### src/rtl/fetch_inst_queue_pkg.sv
// Shared fetch-stage types: the IF->ID payload, the NOP filler entry and the reset PC.
package cpuDefine;

  localparam logic [31:0] RESET_PC_DEFAULT = 32'h1c000000;
  localparam logic [31:0] NOP_INST         = 32'h03400000;

  typedef struct packed {
    logic [31:0] pc;
    logic [31:0] inst;
    logic        adef;
  } IF_DATA;

  localparam IF_DATA NOP_ENTRY = '{pc: 32'h0, inst: NOP_INST, adef: 1'b0};

endpackage

### src/rtl/fetch_inst_queue_sync_fifo.sv
// Generic synchronous FIFO with a synchronous clear; simultaneous push/pop is
// accepted at any occupancy, so a full FIFO can refill in the cycle it drains.
module sync_fifo #(
  parameter type         T     = logic [31:0],
  parameter int unsigned DEPTH = 4
) (
  input  logic                       clk,
  input  logic                       clr,
  input  logic                       push,
  input  T                           push_data,
  input  logic                       pop,
  output T                           head,
  output logic                       full,
  output logic                       empty,
  output logic [$clog2(DEPTH+1)-1:0] count
);

  localparam int unsigned AW = (DEPTH > 1) ? $clog2(DEPTH) : 1;
  localparam int unsigned CW = $clog2(DEPTH + 1);

  T              mem_q [DEPTH];
  T              mem_d [DEPTH];
  logic [AW-1:0] rd_ptr_q, rd_ptr_d;
  logic [AW-1:0] wr_ptr_q, wr_ptr_d;
  logic [CW-1:0] count_q, count_d;
  logic          do_push, do_pop;

  function automatic logic [AW-1:0] inc_ptr(input logic [AW-1:0] p);
    return (p == AW'(DEPTH - 1)) ? '0 : p + AW'(1);
  endfunction

  always_comb begin
    empty    = (count_q == '0);
    full     = (count_q == CW'(DEPTH));
    do_pop   = pop && !empty;
    do_push  = push && (!full || do_pop);
    mem_d    = mem_q;
    rd_ptr_d = rd_ptr_q;
    wr_ptr_d = wr_ptr_q;
    count_d  = count_q + CW'(do_push) - CW'(do_pop);
    if (do_push) begin
      mem_d[wr_ptr_q] = push_data;
      wr_ptr_d        = inc_ptr(wr_ptr_q);
    end
    if (do_pop) begin
      rd_ptr_d = inc_ptr(rd_ptr_q);
    end
    if (clr) begin
      rd_ptr_d = '0;
      wr_ptr_d = '0;
      count_d  = '0;
    end
  end

  always_ff @(posedge clk) begin
    mem_q    <= mem_d;
    rd_ptr_q <= rd_ptr_d;
    wr_ptr_q <= wr_ptr_d;
    count_q  <= count_d;
  end

  assign head  = mem_q[rd_ptr_q];
  assign count = count_q;

  overflow_a: assert property (@(posedge clk) disable iff (clr) !(push && full && !pop));

endmodule

### src/rtl/fetch_inst_queue.sv
// Fetch front end: issues sequential-PC requests under a credit limit, pairs
// in-order responses with their PCs and queues entries toward decode.
module fetch_inst_queue
  import cpuDefine::*;
#(
  parameter int unsigned DEPTH           = 4,
  parameter int unsigned MAX_OUTSTANDING = 4,
  parameter logic [31:0] RESET_PC        = RESET_PC_DEFAULT
) (
  input  logic        aclk,
  input  logic        reset,
  output logic        req_valid,
  output logic [31:0] req_addr,
  input  logic        req_ready,
  input  logic        resp_valid,
  input  logic [31:0] resp_data,
  input  logic        flush,
  input  logic [31:0] flush_pc,
  output logic        valid_out,
  output IF_DATA      data_out,
  input  logic        allow_in
);

  localparam int unsigned QCW = $clog2(DEPTH + 1);
  localparam int unsigned OW  = $clog2(MAX_OUTSTANDING + 1);

  logic [31:0]   pc_q, pc_d;
  logic          adef_lock_q, adef_lock_d;
  logic [OW-1:0] outstanding_q, outstanding_d;
  logic [OW-1:0] drop_cnt_q, drop_cnt_d;

  logic          accept, resp_keep, adef_push, fifo_clr;
  logic          q_push, q_pop, q_full, q_empty;
  IF_DATA        q_push_data, q_head;
  logic [QCW-1:0] q_count;
  logic [31:0]   tag_head;
  logic          tag_full, tag_empty;
  logic [OW-1:0] tag_count;

  always_comb begin
    req_valid = !reset && !flush && !adef_lock_q && (pc_q[1:0] == 2'b00)
             && (32'(outstanding_q) < MAX_OUTSTANDING)
             && (32'(q_count) + 32'(outstanding_q) < DEPTH);
    req_addr  = pc_q;
    accept    = req_valid && req_ready;
    fifo_clr  = reset || flush;

    // Responses owed to pre-flush requests are consumed by drop_cnt; their tags were cleared.
    resp_keep = resp_valid && (drop_cnt_q == '0) && !flush;
    adef_push = !flush && !adef_lock_q && (pc_q[1:0] != 2'b00)
             && (outstanding_q == '0) && (drop_cnt_q == '0) && !q_full && !resp_valid;

    q_push      = resp_keep || adef_push;
    q_push_data = resp_keep ? '{pc: tag_head, inst: resp_data, adef: 1'b0}
                            : '{pc: pc_q, inst: 32'h0, adef: 1'b1};
    q_pop       = !q_empty && allow_in;
    valid_out   = !q_empty;
    data_out    = q_empty ? NOP_ENTRY : q_head;

    outstanding_d = outstanding_q + OW'(accept) - OW'(resp_valid);
    drop_cnt_d    = drop_cnt_q;
    if (resp_valid && (drop_cnt_q != '0)) begin
      drop_cnt_d = drop_cnt_q - OW'(1);
    end
    pc_d        = accept ? pc_q + 32'd4 : pc_q;
    adef_lock_d = adef_lock_q || adef_push;

    if (flush) begin
      drop_cnt_d  = outstanding_d;
      pc_d        = flush_pc;
      adef_lock_d = 1'b0;
    end
  end

  always_ff @(posedge aclk) begin
    if (reset) begin
      pc_q          <= RESET_PC;
      adef_lock_q   <= 1'b0;
      outstanding_q <= '0;
      drop_cnt_q    <= '0;
    end else begin
      pc_q          <= pc_d;
      adef_lock_q   <= adef_lock_d;
      outstanding_q <= outstanding_d;
      drop_cnt_q    <= drop_cnt_d;
    end
  end

  sync_fifo #(.T(logic [31:0]), .DEPTH(MAX_OUTSTANDING)) u_tag_fifo (
    .clk      (aclk),
    .clr      (fifo_clr),
    .push     (accept),
    .push_data(pc_q),
    .pop      (resp_keep),
    .head     (tag_head),
    .full     (tag_full),
    .empty    (tag_empty),
    .count    (tag_count)
  );

  sync_fifo #(.T(IF_DATA), .DEPTH(DEPTH)) u_inst_queue (
    .clk      (aclk),
    .clr      (fifo_clr),
    .push     (q_push),
    .push_data(q_push_data),
    .pop      (q_pop),
    .head     (q_head),
    .full     (q_full),
    .empty    (q_empty),
    .count    (q_count)
  );

  tag_track_a: assert property (@(posedge aclk) disable iff (reset)
    (32'(tag_count) <= 32'(outstanding_q)) && !(accept && tag_full) && !(resp_keep && tag_empty));

endmodule

### config.mk
export PLATFORM = sky130hd
export DESIGN_NAME = fetch_inst_queue
export DESIGN_NICKNAME = d
export VERILOG_FILES = /design/src/rtl/fetch_inst_queue_pkg.sv /design/src/rtl/fetch_inst_queue_sync_fifo.sv /design/src/rtl/fetch_inst_queue.sv
export SDC_FILE = /design/constraint.sdc
export NUM_CORES = 1
export LEC_CHECK = 0
export CORE_MARGIN = 2
export CORE_UTILIZATION = 50
export CTS_CLUSTER_DIAMETER = 80
export DETAILED_ROUTE_END_ITERATION = 7
export GPL_TIMING_DRIVEN = 0
export PLACE_DENSITY = 0.79
export SETUP_SLACK_MARGIN = 0.1
export SLEW_MARGIN = 10
export SYNTH_ARGS = -nofsm -noshare
export SYNTH_HDL_FRONTEND = slang
export SYNTH_HIERARCHICAL = 1
export SYNTH_SLANG_ARGS = --single-unit
### constraint.sdc
create_clock -name aclk -period 4.7 [get_ports aclk]
set_input_delay 0.94 -clock aclk [delete_from_list [all_inputs] [get_ports aclk]]
set_output_delay 0.94 -clock aclk [all_outputs]
set_load 0.005 [all_outputs]
-- Word-level counts from Yosys, hierarchy flattened
Index checks and enable logic that the tools add are counted.
- add/sub/neg operators: 13
- magnitude comparators: 8
- eq/ne operators: 6
- multiplexer cells: 22
- bitwise operators: 4
- reductions and logical operators: 45
- operators with widths (kind ; number):
    $mux W65 ; 5
    $bwmux W260 ; 1
    $mux W32 ; 5
    $bmux W65 S2 ; 1
    $demux W65 S2 ; 1
    $bwmux W128 ; 1
    $bmux W32 S2 ; 1
    $demux W32 S2 ; 1
    $add A32 B3 Y32 const B ; 1
    $logic_and A1 B1 Y1 ; 22
    $ge A3 B3 Y1 const B ; 4
    $logic_not A3 Y1 ; 4
    $not A2 Y3 ; 4
    $add A3 B1 Y3 ; 3
    $sub A3 B1 Y3 ; 3
    $add A2 B1 Y2 const B ; 4
    $eq A2 B2 Y1 const B ; 4
    $logic_not A1 Y1 ; 8
    $mux W2 ; 4
    $eq A3 B3 Y1 const B ; 2
    $lt A3 B1 Y1 const B ; 2
    $mux W3 ; 2
    $reduce_bool A2 Y1 ; 3
    $logic_or A1 B1 Y1 ; 5
    other kinds (7) ; 7
- flip-flop bits (word level): 441
- bits of input ports: 70
- output and inout bits: 99
- logic and storage cells: 124

-- Depth between registers and ports, before layout
- word-level depth: 11
- depth in mapped cells: 17
- mapped depth without buffers: 16

-- Hierarchy
Netlist, hierarchy kept.
- by module, submodules not included (module ; instances ; cells an instance ; area each (um^2) ; seq. area each (um^2)):
    sync_fifo at u_inst_queue ; 1 ; 387 ; 9821.9 ; 7947.6
    sync_fifo at u_tag_fifo ; 1 ; 215 ; 5059.9 ; 3983.8
    fetch_inst_queue ; 1 ; 508 ; 3422.0 ; 780.7

-- Worst setup path after synthesis
No wires, ideal clock.
- path kind: input port to flip-flop
- start point: input port flush
- end point: register u_tag_fifo.count_q[2] (netlist: u_tag_fifo/count[2])
- setup time: 0.128 ns
- arrival time: 3.726 ns
- data required time: 4.572 ns
- setup slack: 0.846 ns
- stages: 13
- path buffers: 0
- cell sequence: or4_4 nor4_4 nand2_4 inv_1 and2_4 inv_1 ha_1 inv_1 ha_1 fa_1 xnor2_1 xnor2_1 nor2_1
- cells in the longest elaborated chain, start to end: 10
- elaborated cells on any way between the ends: 14
- those cells by class: add/sub: 2; reduce/logical: 12
- RTL lines (item ; RTL line ; text):
    from (decl) ; fetch_inst_queue.sv:17 ; input logic flush,
    $logic_not A1 Y1 ; fetch_inst_queue.sv:41 ; req_valid = !reset && !flush && !adef_lock_q && (pc_q[1:0] == 2'b00)
    $logic_and A1 B1 Y1 (3 in a row) ; fetch_inst_queue.sv:41 ;
    $logic_and A1 B1 Y1 ; fetch_inst_queue.sv:42 ; && (32'(outstanding_q) < MAX_OUTSTANDING)
    $logic_and A1 B1 Y1 ; fetch_inst_queue.sv:43 ; && (32'(q_count) + 32'(outstanding_q) < DEPTH);
    via req_valid ; fetch_inst_queue.sv:12 ; output logic req_valid,
    $logic_and A1 B1 Y1 ; fetch_inst_queue.sv:45 ; accept = req_valid && req_ready;
    via accept ; fetch_inst_queue.sv:32 ; logic accept, resp_keep, adef_push, fifo_clr;
    $logic_and A1 B1 Y1 ; fetch_inst_queue_sync_fifo.sv:36 ; do_push = push && (!full || do_pop);
    $add A3 B1 Y3 ; fetch_inst_queue_sync_fifo.sv:40 ; count_d = count_q + CW'(do_push) - CW'(do_pop);
    $sub A3 B1 Y3 ; fetch_inst_queue_sync_fifo.sv:40 ;
    to (signal assigned) ; fetch_inst_queue_sync_fifo.sv:59 ; count_q <= count_d;
    to (decl) ; fetch_inst_queue_sync_fifo.sv:25 ; logic [CW-1:0] count_q, count_d;
The timed path passes the listed nets, and every way through them passes these cells.
A chain may end at the register's enable or synchronous reset.

-- Worst setup path in the final report
- start point: input port flush
- end point: register u_tag_fifo.count_q[2] (netlist: u_tag_fifo/count[2])
- cells in the longest elaborated chain, start to end: 10
- elaborated cells on any way between the ends: 14
- those cells by class: add/sub: 2; reduce/logical: 12
- RTL lines (item ; RTL line):
    $logic_not A1 Y1 ; fetch_inst_queue.sv:41
    $logic_and A1 B1 Y1 (3 in a row) ; fetch_inst_queue.sv:41
    $logic_and A1 B1 Y1 ; fetch_inst_queue.sv:42
    $logic_and A1 B1 Y1 ; fetch_inst_queue.sv:43
    $logic_and A1 B1 Y1 ; fetch_inst_queue.sv:45
    via accept ; fetch_inst_queue.sv:32
    $logic_and A1 B1 Y1 ; fetch_inst_queue_sync_fifo.sv:36
    $add A3 B1 Y3 ; fetch_inst_queue_sync_fifo.sv:40
    $sub A3 B1 Y3 ; fetch_inst_queue_sync_fifo.sv:40
The timed path passes the listed nets, and every way through them passes these cells.

==> results.md <==
- Outcome: complete, no violations
- Overall Power: roughly 8.8 mW
- Mean Syn Cell Area: 16.51 sq um
- Largest net degree at the start of global routing: 49
- Worst R2R Start: u_inst_queue/count[2]
- NumNets Final: about 1400
- Max Buffers Root-to-Sink: 3
- PwrDens: 399.6 mW/mm^2
- Net Sw Frac: 22.81%
- Die area: about 0.038 sq mm
- Cts bufs inserted: 45
- Hold Vio Cnt, Final: 0
- Max Fanout on Critical Path: 13
- Fmax: between 200 and 250 MHz
- Slew margin rel.: 20.25%
- Setup violators final: 0
- Crit path capture type: register
- Critical Path Max Stage Delay: between 0.6 and 0.7 ns
- Crit path cell chain: clkdlybuf4s50_1 -> or4_4 -> nor4_4 -> nand2_4 -> inv_1 -> and2_4 -> inv_1 -> ha_1 -> inv_1 -> ha_1 -> fa_1 -> xnor2_1 -> xnor2_1 -> nor2_1
- First-pass DRT Iterations: 5
- Syn_nets: about 1200
- Synth-to-layout area growth: 20.82%
- 1st-iter DRT viols: between 1000 and 1500
- Core Region: around 0.036 sq mm
- Final WL: 42050 microns
- Max VDD drop: about 0.00026 V
- I/O Buffers: 167
- Clock skew: 0.02130 ns
- Hold path depth: 2
- CP required: 5.12 ns
- Pin slew with the least headroom to its limit: 1.186 ns
- WL per Instance: 23.00 microns
- Share of layout cells above drive strength 1: 16.25%
- Cts hold-fix bufs: 0
- Final Wtd Congestion: 0.8675
- Die H: 195.3 microns
- Worst path most repeated cell: inv_1
- Worst-path clk slew: 0.06 ns
- Critical Path Slowest Stage Cell: nor4_4
- Initial antenna violation count: 0
- Max cap viols: 0
- Rows: 70
- Min-Delay Path Class: reg2reg
- Clock power frac: 38.7%
- Final antenna-violating net count: 0
- Via Count: between 10000 and 15000
- Synth warn: 6
- Diodes inserted: 0
- I/O Pins: 169
- Root buffer cell: clkbuf_16
- Placed instance area: slightly above 0.02 sq mm
- Tmin final: roughly 4.5 ns
- Synthesized area: between 0.015 and 0.02 sq mm
- Internal: 6.816 mW
- Vias per cell: 5.900
- Clk sinks: 441
- Layout fillers: 2591
- Logic pwr share: 9.4%
- Max-slew violation count: 0
- RR Endpoint: u_tag_fifo/count[2]
- Clk_lat worst skew: 0.56 ns
- Initial core utilization: between 50% and 60%
- Internal reg-to-reg setup slack: 0.36 ns
- Vias in the first global route: 11000
- Synthesized instance count: 1108
- Placed wire-length estimate: around 27000 microns
- H-Tree Depth: 2
- Critical path startpoint category: input pin
- Tcrit/Tclk final: 95.22%
- Hold worst-path end: adef_lock_q
- Final Cell Area: 0.02210 sq mm
- Setup CP Type: in2reg
- First-pass GRT wire length: 64090 microns
- Die W: around 200 microns
- Number of remaining DRC errors: 0
- Remaining global-route overflow: 0
- Commonest non-fill, non-tap cell in the layout: edfxtp_1
- Sw Pwr: ~2.0 mW
- Leakage: 7.368 nW
- Hold path start: adef_lock_q
- CP arrival: slightly below 5 ns
- CTS tree: built
- Gr usage total: roughly 22%
- Flop pwr share: 51.8%
- Commonest cells after routing, fill and taps aside: edfxtp_1, clkdlybuf4s50_1, nand2_1, mux4_2, nor2b_1
- FF-to-FF path depth: 14
- Setup bufs post-CTS: 0
- RSZ-0062 raised after global routing: false
-- critical path: cells and delay by family --
| family | cells | cell delay, ns |
|---|---|---|
| AND/OR/NAND/NOR | 5 | 1.74 |
| buffers and inverters | 4 | 0.97 |
| adder cells (fa/ha/maj) | 3 | 0.89 |
| XOR/XNOR | 2 | 0.34 |
-- how the worst max path moves through the flow --
stage / slack, ns / start / endpoint
after floorplan: 0.85 / flush / u_tag_fifo/count[2]
after global placement: -0.73 / flush / u_inst_queue/mem_q[45]
after detailed placement: -0.60 / flush / u_tag_fifo/count[2]
after CTS: 0.20 / u_inst_queue/count[2] / data_out[40]
after global routing: 0.13 / u_inst_queue/count[0] / data_out[39]
final: 0.22 / flush / u_tag_fifo/count[2]
-- sequential cells by signal (all words and copies together), names as in the netlist --
name,count
adef_lock_q,1
drop_cnt_q,3
outstanding_q,3
req_addr,32
u_inst_queue/count,3
u_inst_queue/mem_q,260
u_inst_queue/rd_ptr_q,2
u_inst_queue/wr_ptr_q,2
u_tag_fifo/count,3
u_tag_fifo/mem_q,128
u_tag_fifo/rd_ptr_q,2
u_tag_fifo/wr_ptr_q,2
-- area by class of cell --
class | count | area (sq um) | area share [%]
flip-flops and latches | 441 | 12710 | 57.52
multi-input cells | 578 | 5182 | 23.45
repair buffers | 171 | 1782 | 8.062
clock buffers | 57 | 1192 | 5.395
well taps | 468 | 585.6 | 2.650
plain buffers | 59 | 307.8 | 1.393
clock inverters | 24 | 225.2 | 1.019
inverters | 30 | 112.6 | 0.5095
-- what timing repair did --
action	CTS	global route
setup endpoints to repair	2	2
pin swaps	0	0
resized for setup	1	3
hold endpoints to repair	0	0
-- per-layer routing --
metal / GRT usage, % / share of wire, % / up-vias / routed length [microns]
met5: 0 / 0 / - / 0
met4: 5.881 / 2.1 / 0 / 897
met3: 3.575 / 8.2 / 70 / 3432
met2: 37.17 / 49 / 552 / 20730
met1: 30.43 / 40 / 5420 / 16990
li1: - / - / 4744 / -
-- power groups by stage --
stage / combinational [mW] / sequential (mW) / clock, mW
floorplan: 0.459 / 4.61 / 0
global placement: 0.785 / 4.64 / 0
detailed placement: 0.823 / 4.65 / 0
CTS: 0.835 / 4.57 / 3.47
global route: 0.905 / 4.59 / 3.61
finish: 0.833 / 4.58 / 3.42
-- through the flow --
| step | setup TNS [ns] | utilization [%] | hold slack [ns] | setup slack, ns | instances |
|---|---|---|---|---|---|
| finish | 0 | 60.80 | 0.5499 | 0.2248 | 1828 |
| detailed placement | -18.53 | 56.88 | 0.5278 | -0.6012 | 1747 |
| global route | 0 | 60.80 | 0.5796 | 0.1317 | 1828 |
| CTS | 0 | 60.78 | 0.5488 | 0.1984 | 1828 |
| floorplan | 0 | - | 0.4618 | 0.8459 | 1108 |
| global placement | -206.90 | 56.53 | 0.4960 | -0.7317 | 1743 |
Power figures use the tool's default switching activity.
